`config.mk`:
```
export PLATFORM = sky130hd
export DESIGN_NAME = ines_loader
export DESIGN_NICKNAME = d
export VERILOG_FILES = /design/src/rtl/ines_pkg.sv /design/src/rtl/ines_wr_buffer.sv /design/src/rtl/ines_loader.sv
export SDC_FILE = /design/constraint.sdc
export NUM_CORES = 1
export LEC_CHECK = 0
export CORE_UTILIZATION = 60
export DETAILED_ROUTE_END_ITERATION = 10
export PLACE_DENSITY = 0.84
export SLEW_MARGIN = 20
export SYNTH_ARGS = -nofsm -noshare
export SYNTH_HDL_FRONTEND = slang
export SYNTH_HIERARCHICAL = 1
export SYNTH_SLANG_ARGS = --single-unit
```
`constraint.sdc`:
```
create_clock -name clk -period 10.3 [get_ports clk]
set_input_delay 2.06 -clock clk [delete_from_list [all_inputs] [get_ports clk]]
set_output_delay 2.06 -clock clk [all_outputs]
set_load 0.03 [all_outputs]
```
`src/rtl/ines_pkg.sv`:
```
// iNES loader shared definitions.
// States, header constants and mapper_flags layout.
package ines_pkg;

    typedef enum logic [2:0] {
        S_IDLE,
        S_HEADER,
        S_TRAINER,
        S_PRG,
        S_CHR,
        S_DONE,
        S_ERROR
    } state_t;

    localparam logic [21:0] CHR_BASE_DEFAULT      = 22'h200000;
    localparam int          MAX_PRG_BANKS_DEFAULT = 128;

    localparam int PRG_SHIFT = 14;
    localparam int CHR_SHIFT = 13;

    localparam logic [21:0] HDR_LAST    = 22'd15;
    localparam logic [21:0] TRAINER_LEN = 22'd512;

    localparam logic [7:0] MAGIC0 = 8'h4E;
    localparam logic [7:0] MAGIC1 = 8'h45;
    localparam logic [7:0] MAGIC2 = 8'h53;
    localparam logic [7:0] MAGIC3 = 8'h1A;

    localparam int MF_PRG_LSB  = 8;
    localparam int MF_CHR_LSB  = 16;
    localparam int MF_MIRROR   = 24;
    localparam int MF_BATTERY  = 25;
    localparam int MF_FOUR_SCR = 26;
    localparam int MF_CHR_RAM  = 27;

    function automatic logic [7:0] magic_byte(input logic [1:0] idx);
        logic [7:0] m;
        m = MAGIC0;
        unique case (idx)
            2'd0: m = MAGIC0;
            2'd1: m = MAGIC1;
            2'd2: m = MAGIC2;
            2'd3: m = MAGIC3;
        endcase
        return m;
    endfunction

    function automatic logic [31:0] build_flags(
        input logic [7:0] prg,
        input logic [7:0] chr,
        input logic [7:0] f6,
        input logic [3:0] f7hi
    );
        logic [31:0] f;
        f = '0;
        f[7:0] = {f7hi, f6[7:4]};
        f[MF_PRG_LSB +: 8] = prg;
        f[MF_CHR_LSB +: 8] = chr;
        f[MF_MIRROR]   = f6[0];
        f[MF_BATTERY]  = f6[1];
        f[MF_FOUR_SCR] = f6[3];
        f[MF_CHR_RAM]  = (chr == 8'd0);
        return f;
    endfunction

endpackage

```
`src/rtl/ines_wr_buffer.sv`:
```
// Single-entry write holding register.
// Holds one addr/data pair until the memory acks it.
module ines_wr_buffer (
    input  logic        clk,
    input  logic        reset,
    input  logic        clr,
    input  logic        load,
    input  logic [21:0] addr,
    input  logic [7:0]  data,
    input  logic        ack,
    output logic [21:0] mem_addr,
    output logic [7:0]  mem_data,
    output logic        mem_write,
    output logic        ready,
    output logic        overflow
);

    // Empty, or emptying this cycle.
    assign ready = !mem_write || ack;

    // A new byte with the entry still held and no ack would be lost.
    assign overflow = load && mem_write && !ack;

    // Entry register: clear wins, load replaces, ack empties.
    always_ff @(posedge clk or posedge reset) begin
        if (reset) begin
            mem_addr  <= '0;
            mem_data  <= '0;
            mem_write <= 1'b0;
        end else if (clr) begin
            mem_write <= 1'b0;
        end else if (load) begin
            mem_addr  <= addr;
            mem_data  <= data;
            mem_write <= 1'b1;
        end else if (ack) begin
            mem_write <= 1'b0;
        end
    end

endmodule

```
`src/rtl/ines_loader.sv`:
```
// iNES stream loader: header check, trainer skip,
// PRG/CHR writes and mapper configuration decode.
module ines_loader
    import ines_pkg::*;
#(
    parameter logic [21:0] CHR_BASE      = CHR_BASE_DEFAULT,
    parameter int          MAX_PRG_BANKS = MAX_PRG_BANKS_DEFAULT
) (
    input  logic        clk,
    input  logic        reset,
    input  logic        downloading,
    input  logic [7:0]  indata,
    input  logic        indata_clk,
    output logic [21:0] mem_addr,
    output logic [7:0]  mem_data,
    output logic        mem_write,
    input  logic        mem_ack,
    output logic [31:0] mapper_flags,
    output logic        done,
    output logic        error
);

    localparam logic [8:0] MAX_PRG = 9'(MAX_PRG_BANKS);

    state_t      state, state_n;
    logic [21:0] cnt, cnt_n;
    logic [7:0]  prg_banks;
    logic [7:0]  chr_banks;
    logic [7:0]  flags6;
    logic [3:0]  flags7_hi;
    logic        dl_q;

    logic        dl_rise;
    logic [21:0] prg_size;
    logic [21:0] chr_size;
    logic        prg_full;
    logic        chr_full;
    logic        hdr_bad;
    logic        hdr_strobe;
    logic        hdr_start;
    logic        load;
    logic [21:0] wr_addr;
    logic        wb_clr;
    logic        wb_ready;
    logic        wb_ovf;

    assign dl_rise  = downloading && !dl_q;
    assign prg_size = {14'd0, prg_banks} << PRG_SHIFT;
    assign chr_size = {14'd0, chr_banks} << CHR_SHIFT;
    assign prg_full = (cnt == prg_size);
    assign chr_full = (cnt == chr_size);
    assign hdr_bad  = (prg_banks == 8'd0) ||
                      ({1'b0, prg_banks} > MAX_PRG);

    assign hdr_strobe = (state == S_HEADER) && indata_clk && downloading;
    assign hdr_start  = (state_n == S_HEADER) && (state != S_HEADER);

    assign load = indata_clk && downloading &&
                  (((state == S_PRG) && !prg_full) ||
                   ((state == S_CHR) && !chr_full));

    assign wr_addr = (state == S_CHR) ? CHR_BASE + cnt : cnt;
    assign wb_clr  = (state_n == S_ERROR);

    assign done  = (state == S_DONE);
    assign error = (state == S_ERROR);

    ines_wr_buffer u_wb (
        .clk       (clk),
        .reset     (reset),
        .clr       (wb_clr),
        .load      (load),
        .addr      (wr_addr),
        .data      (indata),
        .ack       (mem_ack),
        .mem_addr  (mem_addr),
        .mem_data  (mem_data),
        .mem_write (mem_write),
        .ready     (wb_ready),
        .overflow  (wb_ovf)
    );

    // State, section counter and downloading edge history.
    always_ff @(posedge clk or posedge reset) begin
        if (reset) begin
            state <= S_IDLE;
            cnt   <= '0;
            dl_q  <= 1'b0;
        end else begin
            state <= state_n;
            cnt   <= cnt_n;
            dl_q  <= downloading;
        end
    end

    // Capture header fields; publish mapper_flags at the last header byte.
    always_ff @(posedge clk or posedge reset) begin
        if (reset) begin
            prg_banks    <= '0;
            chr_banks    <= '0;
            flags6       <= '0;
            flags7_hi    <= '0;
            mapper_flags <= '0;
        end else if (hdr_start) begin
            mapper_flags <= '0;
        end else if (hdr_strobe) begin
            case (cnt[3:0])
                4'd4:    prg_banks <= indata;
                4'd5:    chr_banks <= indata;
                4'd6:    flags6    <= indata;
                4'd7:    flags7_hi <= indata[7:4];
                4'd15:   mapper_flags <= build_flags(prg_banks, chr_banks,
                                                     flags6, flags7_hi);
                default: ;
            endcase
        end
    end

    // Next state and counter; sections end only once data is all written.
    always_comb begin
        state_n = state;
        cnt_n   = cnt;
        unique case (state)
            S_IDLE: begin
                cnt_n = '0;
                if (downloading) state_n = S_HEADER;
            end
            S_HEADER: begin
                if (!downloading) begin
                    state_n = S_ERROR;
                end else if (indata_clk) begin
                    cnt_n = cnt + 22'd1;
                    if ((cnt < 22'd4) && (indata != magic_byte(cnt[1:0]))) begin
                        state_n = S_ERROR;
                    end else if (cnt == HDR_LAST) begin
                        cnt_n = '0;
                        if (hdr_bad)        state_n = S_ERROR;
                        else if (flags6[2]) state_n = S_TRAINER;
                        else                state_n = S_PRG;
                    end
                end
            end
            S_TRAINER: begin
                if (!downloading) begin
                    state_n = S_ERROR;
                end else if (indata_clk) begin
                    if (cnt == TRAINER_LEN - 22'd1) begin
                        cnt_n   = '0;
                        state_n = S_PRG;
                    end else begin
                        cnt_n = cnt + 22'd1;
                    end
                end
            end
            S_PRG: begin
                if (prg_full) begin
                    if (chr_banks != 8'd0) begin
                        cnt_n   = '0;
                        state_n = S_CHR;
                    end else if (wb_ready) begin
                        state_n = S_DONE;
                    end
                end else if (!downloading) begin
                    state_n = S_ERROR;
                end else if (load) begin
                    cnt_n = cnt + 22'd1;
                    if (wb_ovf) state_n = S_ERROR;
                end
            end
            S_CHR: begin
                if (chr_full) begin
                    if (wb_ready) state_n = S_DONE;
                end else if (!downloading) begin
                    state_n = S_ERROR;
                end else if (load) begin
                    cnt_n = cnt + 22'd1;
                    if (wb_ovf) state_n = S_ERROR;
                end
            end
            S_DONE, S_ERROR: begin
                if (dl_rise) begin
                    cnt_n   = '0;
                    state_n = S_HEADER;
                end
            end
            default: state_n = S_ERROR;
        endcase
    end

endmodule

```
Word level (Yosys, flattened, before mapping)
Cells that the tools add are included.

operators by class
  add/sub/neg operators = 2
  order comparisons = 2
  equality and inequality tests = 29
  muxes and demuxes = 44
  bitwise logic cells = 2
  reductions and logical operators = 36

operator list
  cell                      count
  $mux W22                  14
  $pmux W22 S6              1
  $mux W32                  3
  $mux W3                   17
  $pmux W8 S4               1
  $mux W8                   3
  $add A22 B1 Y22 const B   1
  $add A22 B22 Y22 const A  1
  $eq A22 B21 Y1            1
  $eq A22 B22 Y1            1
  $eq A22 B4 Y1 const B     1
  $eq A22 B9 Y1 const B     1
  $lt A22 B3 Y1 const B     1
  $pmux W3 S6               1
  $eq A4 B3 Y1 const B      4
  $logic_not A8 Y1          2
  $eq A3 B3 Y1 const B      4
  $ne A2 B2 Y1 const B      6
  $reduce_and A3 Y1         4
  $logic_and A1 B1 Y1       11
  $gt A8 B8 Y1 const B      1
  $ne A8 B8 Y1              1
  $reduce_and A8 Y1         1
  $reduce_bool A8 Y1        1
  other kinds (18)          33

word-level totals
  flip-flop bits (word level) = 117
  input bits = 13
  output and inout port bits = 65

Depth between registers and ports, before layout
  depth after elaboration = 16
  mapped depth = 16
  gate-level depth less buffers = 15

Modules after synthesis
The synthesis kept the hierarchy.

by module, submodules not included
  module          instances  cells an instance  area each (um^2)  seq. area each (um^2)
  ines_loader     1          493                4591.9            2052.0
  ines_wr_buffer  1          70                 1221.2            775.7

Worst setup path before layout
OpenSTA, ideal clock, no wires.

  path kind = in2reg
  start = input port downloading
  end = register u_wb.mem_addr[15]
  library setup time = 125 ps
  data arrival time = 4566 ps
  required time = 10175 ps
  path slack = 5609 ps
  stages on the path = 13
  buffers on the path = 2
  cells stage by stage = clkbuf_1 nand2_1 o32ai_1 inv_1 nor2_1 nand2_1 a211oi_1 or3_4 or2_2 a21boi_0 nor2b_4 buf_6 mux2_4

between the ends
  word-level cells in the longest chain between the ends = 12

RTL lines
  what                                  line                                    text
  start: declaration                    ines_loader.sv:11                       input logic downloading,
  $logic_and A1 B1 Y1 (*) (2 in a row)  ines_loader.sv:58                       assign load = indata_clk && downloading &&
  net load                              ines_loader.sv:41                       logic load;
  $logic_and A1 B1 Y1 (*) (2 in a row)  ines_wr_buffer.sv:22                    assign overflow = load && mem_write && !ack;
  net wb_ovf                            ines_loader.sv:45                       logic wb_ovf;
  $mux W3 (*)                           ines_loader.sv:167, ines_loader.sv:177
  $mux W3 (*)                           ines_loader.sv:175                      end else if (load) begin
  $mux W3 (*)                           ines_loader.sv:173                      end else if (!downloading) begin
  $mux W3 (on tied branches)            ines_loader.sv:171, ines_loader.sv:156
  $pmux W3 S6 (*)                       ines_loader.sv:123                      unique case (state)
  net state_n[1]                        ines_loader.sv:25                       state_t state, state_n;
  $eq A3 B3 Y1 (*)                      ines_loader.sv:63                       assign wb_clr = (state_n == S_ERROR);
  net wb_clr                            ines_loader.sv:43                       logic wb_clr;
  $not A1 Y1 (no line) (*)              n/a
  $reduce_and A2 Y1 (no line) (*)       n/a
  end signal: assignment                ines_wr_buffer.sv:33                    mem_addr <= addr;
  end: declaration                      ines_wr_buffer.sv:11                    output logic [21:0] mem_addr,

The timed path passes the listed nets; every way through them passes the cells marked *.
A chain may end at the register's enable or synchronous reset.

Final worst setup path
  start = input port downloading
  end = register u_wb.mem_addr[0]

The elaborated chain is that of the path after synthesis.

==> reports/metrics.cfg <==
[placed_design]
dp_hpwl_mm = 10.1
portBuffers = 73
place_congestion = 0.931
dpl.cell_count = 742

[synth]
netlist-cell-type-count = 64
syn_area_per_cell_um2 = 10.3
syn_area_um2 = 5810
ys_seq_area_frac = 0.486
yosysWarnings = 6
async_flop_share = 1.00
synth_cells = 563
synth_edf_count = 0
synthFlopType = dfrtp_1
ys_ff_latch = 113

[global_routing]
grt_pass1_wl_mm = 24.8
grt-ovfl-total = 0
grt_max_degree = 83
antenna_found_initial = 0
track_usage = 0.329
grt_pass1_vias = 4782

[cts]
cts_tree = built
cts_made_buffers = 17
post_cts_buffers = 0
clk_path_buf_depth = 2
clock_sinks = 113
clk_latency_ns = 0.52
ctsResizeCount = 0
cts_root_buf = clkbuf_8
ctsHoldBuffers = 0
cts.clk_slew.worst_paths_ns = 0.06
cts_htree_levels = 4

[routing]
wirelength_mm = 15.4
route.detailed.drc = 0
via_count = 4792
drt_first_pass_iters = 5
drtIter0Drc = 435
ant_nets = 0
wl_per_cell_um = 19.9
viasPerCell = 6.18

[timing]
hold_viol_final = 0
period_minus_slack_ns = 5.37
setup_tns_ns = 0
fmax_ghz = 0.186
setup_viol = 0
skew_ns = 0.00770
worst_slew_pin_slew_ns = 1.02
finalCritPeriodShare = 0.522
rsz0062_at_grt = no
slew-limit-headroom = 0.318
final_max_slew_viol_count = 0

[final_layout]
drive_above_1_share = 0.178
nets = 652
n_fill_cell = 659
final_common_cell = dfrtp_1
multi_input_area_um2 = 2740
most-common-layout-cells = dfrtp_1, nand2_1, clkdlybuf4s50_1, mux2_2, a21oi_1
final_cells = 775
diodes = 0
synthToLayoutAreaGrowth_pct = 22.9
regArea_um2 = 2830

[power_and_ir_drop]
leakagePower_nw = 3.12
p_per_area_nw_per_um2 = 227
peakVddDrop_mv = 0.157

[status]
status = finished, final reports clean

[worst_setup_path]
cp-start-kind = primary input
r2r_setup_slack_ns = 5.52
cp-end-kind = flip-flop
cp_max_fo = 30
arrival_ns = 5.77
critPathKind = primary input to flip-flop
required_ns = 10.70

[die]
rows = 35
start_util = 0.623
die_h_um = 100
core-area_um2 = 9330
dieArea_um2 = 10100
io_pins = 78
fp.dieW_um = 100

[job]
max_cap_violations = 0

[worst_hold_path]
min_path_type = flip-flop to flip-flop

-- critical path, cell delays in order --
cell and delay, ns:
clkdlybuf4s50_1 0.58, nand2_1 0.23, inv_1 0.10, nand2_1 0.09, o32ai_1 0.20, inv_1 0.14, nor2_1 0.06, nand2_1 0.09
a211oi_1 0.07, or3_4 0.42, or2_2 0.32, a21boi_0 0.18, nor2b_4 0.77, mux2_2 0.43
-- through the flow --
stage	setup slack [ns]	hold slack, ns	utilization	instance area, um2	power [mW]
after floorplan	5.61	0.474	-	5820	0.906
after global placement	4.56	0.485	0.704	6570	1.04
after detailed placement	4.48	0.491	0.704	6570	1.05
after CTS	4.98	0.504	0.765	7130	1.61
after global routing	4.71	0.518	0.766	7150	1.69
final	4.93	0.504	0.766	7150	1.62
-- cells by family after synthesis --
logic type | share of synthesized area
other | 0.000645
and+or+nand+nor | 0.174
adders and majority gates | 0.0129
AOI/OAI and AO/OA | 0.123
buffers and inverters | 0.0443
xor gates and xnor gates | 0.0362
muxes | 0.122
DFF | 0.486
-- cells in the mapped netlist, types with 5 or more instances --
cell	number	area (um2)
a211oi_1	6	45.0
mux2_4	10	150
a21oi_1	45	225
nor3_1	14	70.1
nand4_1	11	68.8
nor2_1	20	75.1
clkbuf_1	14	52.6
nor4_1	7	43.8
dfrtp_1	113	2830
nand3_1	14	70.1
nand2_1	87	327
or3_1	10	62.6
mux2_2	49	552
inv_1	21	78.8
xnor2_1	21	184
a21oi_2	5	43.8
buf_6	6	67.6
o21ai_0	18	90.1
ha_1	6	75.1
a31oi_1	5	31.3
nand2b_1	5	31.3
-- layer usage --
| layer | vias up | wire, um | part of all wire | global-route usage |
|---|---|---|---|---|
| li1 | 2146 | - | - | - |
| met1 | 2382 | 6790 | 0.44 | 0.456 |
| met2 | 226 | 7260 | 0.47 | 0.509 |
| met3 | 38 | 1010 | 0.066 | 0.0682 |
| met4 | 0 | 344 | 0.022 | 0.130 |
| met5 | - | 0 | 0 | 0 |
-- where the power goes --
part	total (mW)	switching, mW	internal, mW
sequential	0.529	0.0504	0.479
clock	0.556	0.220	0.336
combinational	0.536	0.330	0.207
-- registers in the layout, summed over array words and instances, names as in the netlist --
register        count
u_wb/mem_addr      22
u_wb/mem_write      1
state               3
cnt                22
dl_q                1
mapper_flags       28
chr_banks           8
flags6              8
flags7_hi           4
prg_banks           8
u_wb/mem_data       8
-- cell type report --
| type | count | share of cell area |
|---|---|---|
| Sequential cell | 113 | 0.396 |
| Multi-Input combinational cell | 402 | 0.383 |
| Timing Repair Buffer | 78 | 0.108 |
| Clock buffer | 19 | 0.0618 |
| Tap cell | 129 | 0.0226 |
| Clock inverter | 13 | 0.0175 |
| Inverter | 21 | 0.0110 |
-- path summary, 6_finish.rpt --
| path | end | from | depth (start not counted) |
|---|---|---|---|
| worst min-delay path | flags6[2]$_DFFE_PP0P_ | flags6[2]$_DFFE_PP0P_ | 1 |
| max in group asynchronous | mapper_flags[16]$_DFFE_PP0P_ | reset | 3 |
| min in group asynchronous | u_wb/mem_addr[5]$_DFFE_PP0P_ | reset | 2 |
| worst max register to register | u_wb/mem_addr[0]$_DFFE_PP0P_ | cnt[0]$_DFFE_PP0P_ | 15 |
| worst min register to register | flags6[2]$_DFFE_PP0P_ | flags6[2]$_DFFE_PP0P_ | 1 |
| worst max-delay path | u_wb/mem_addr[0]$_DFFE_PP0P_ | downloading | 14 |
No activity file was read; power rests on OpenSTA's default activity.
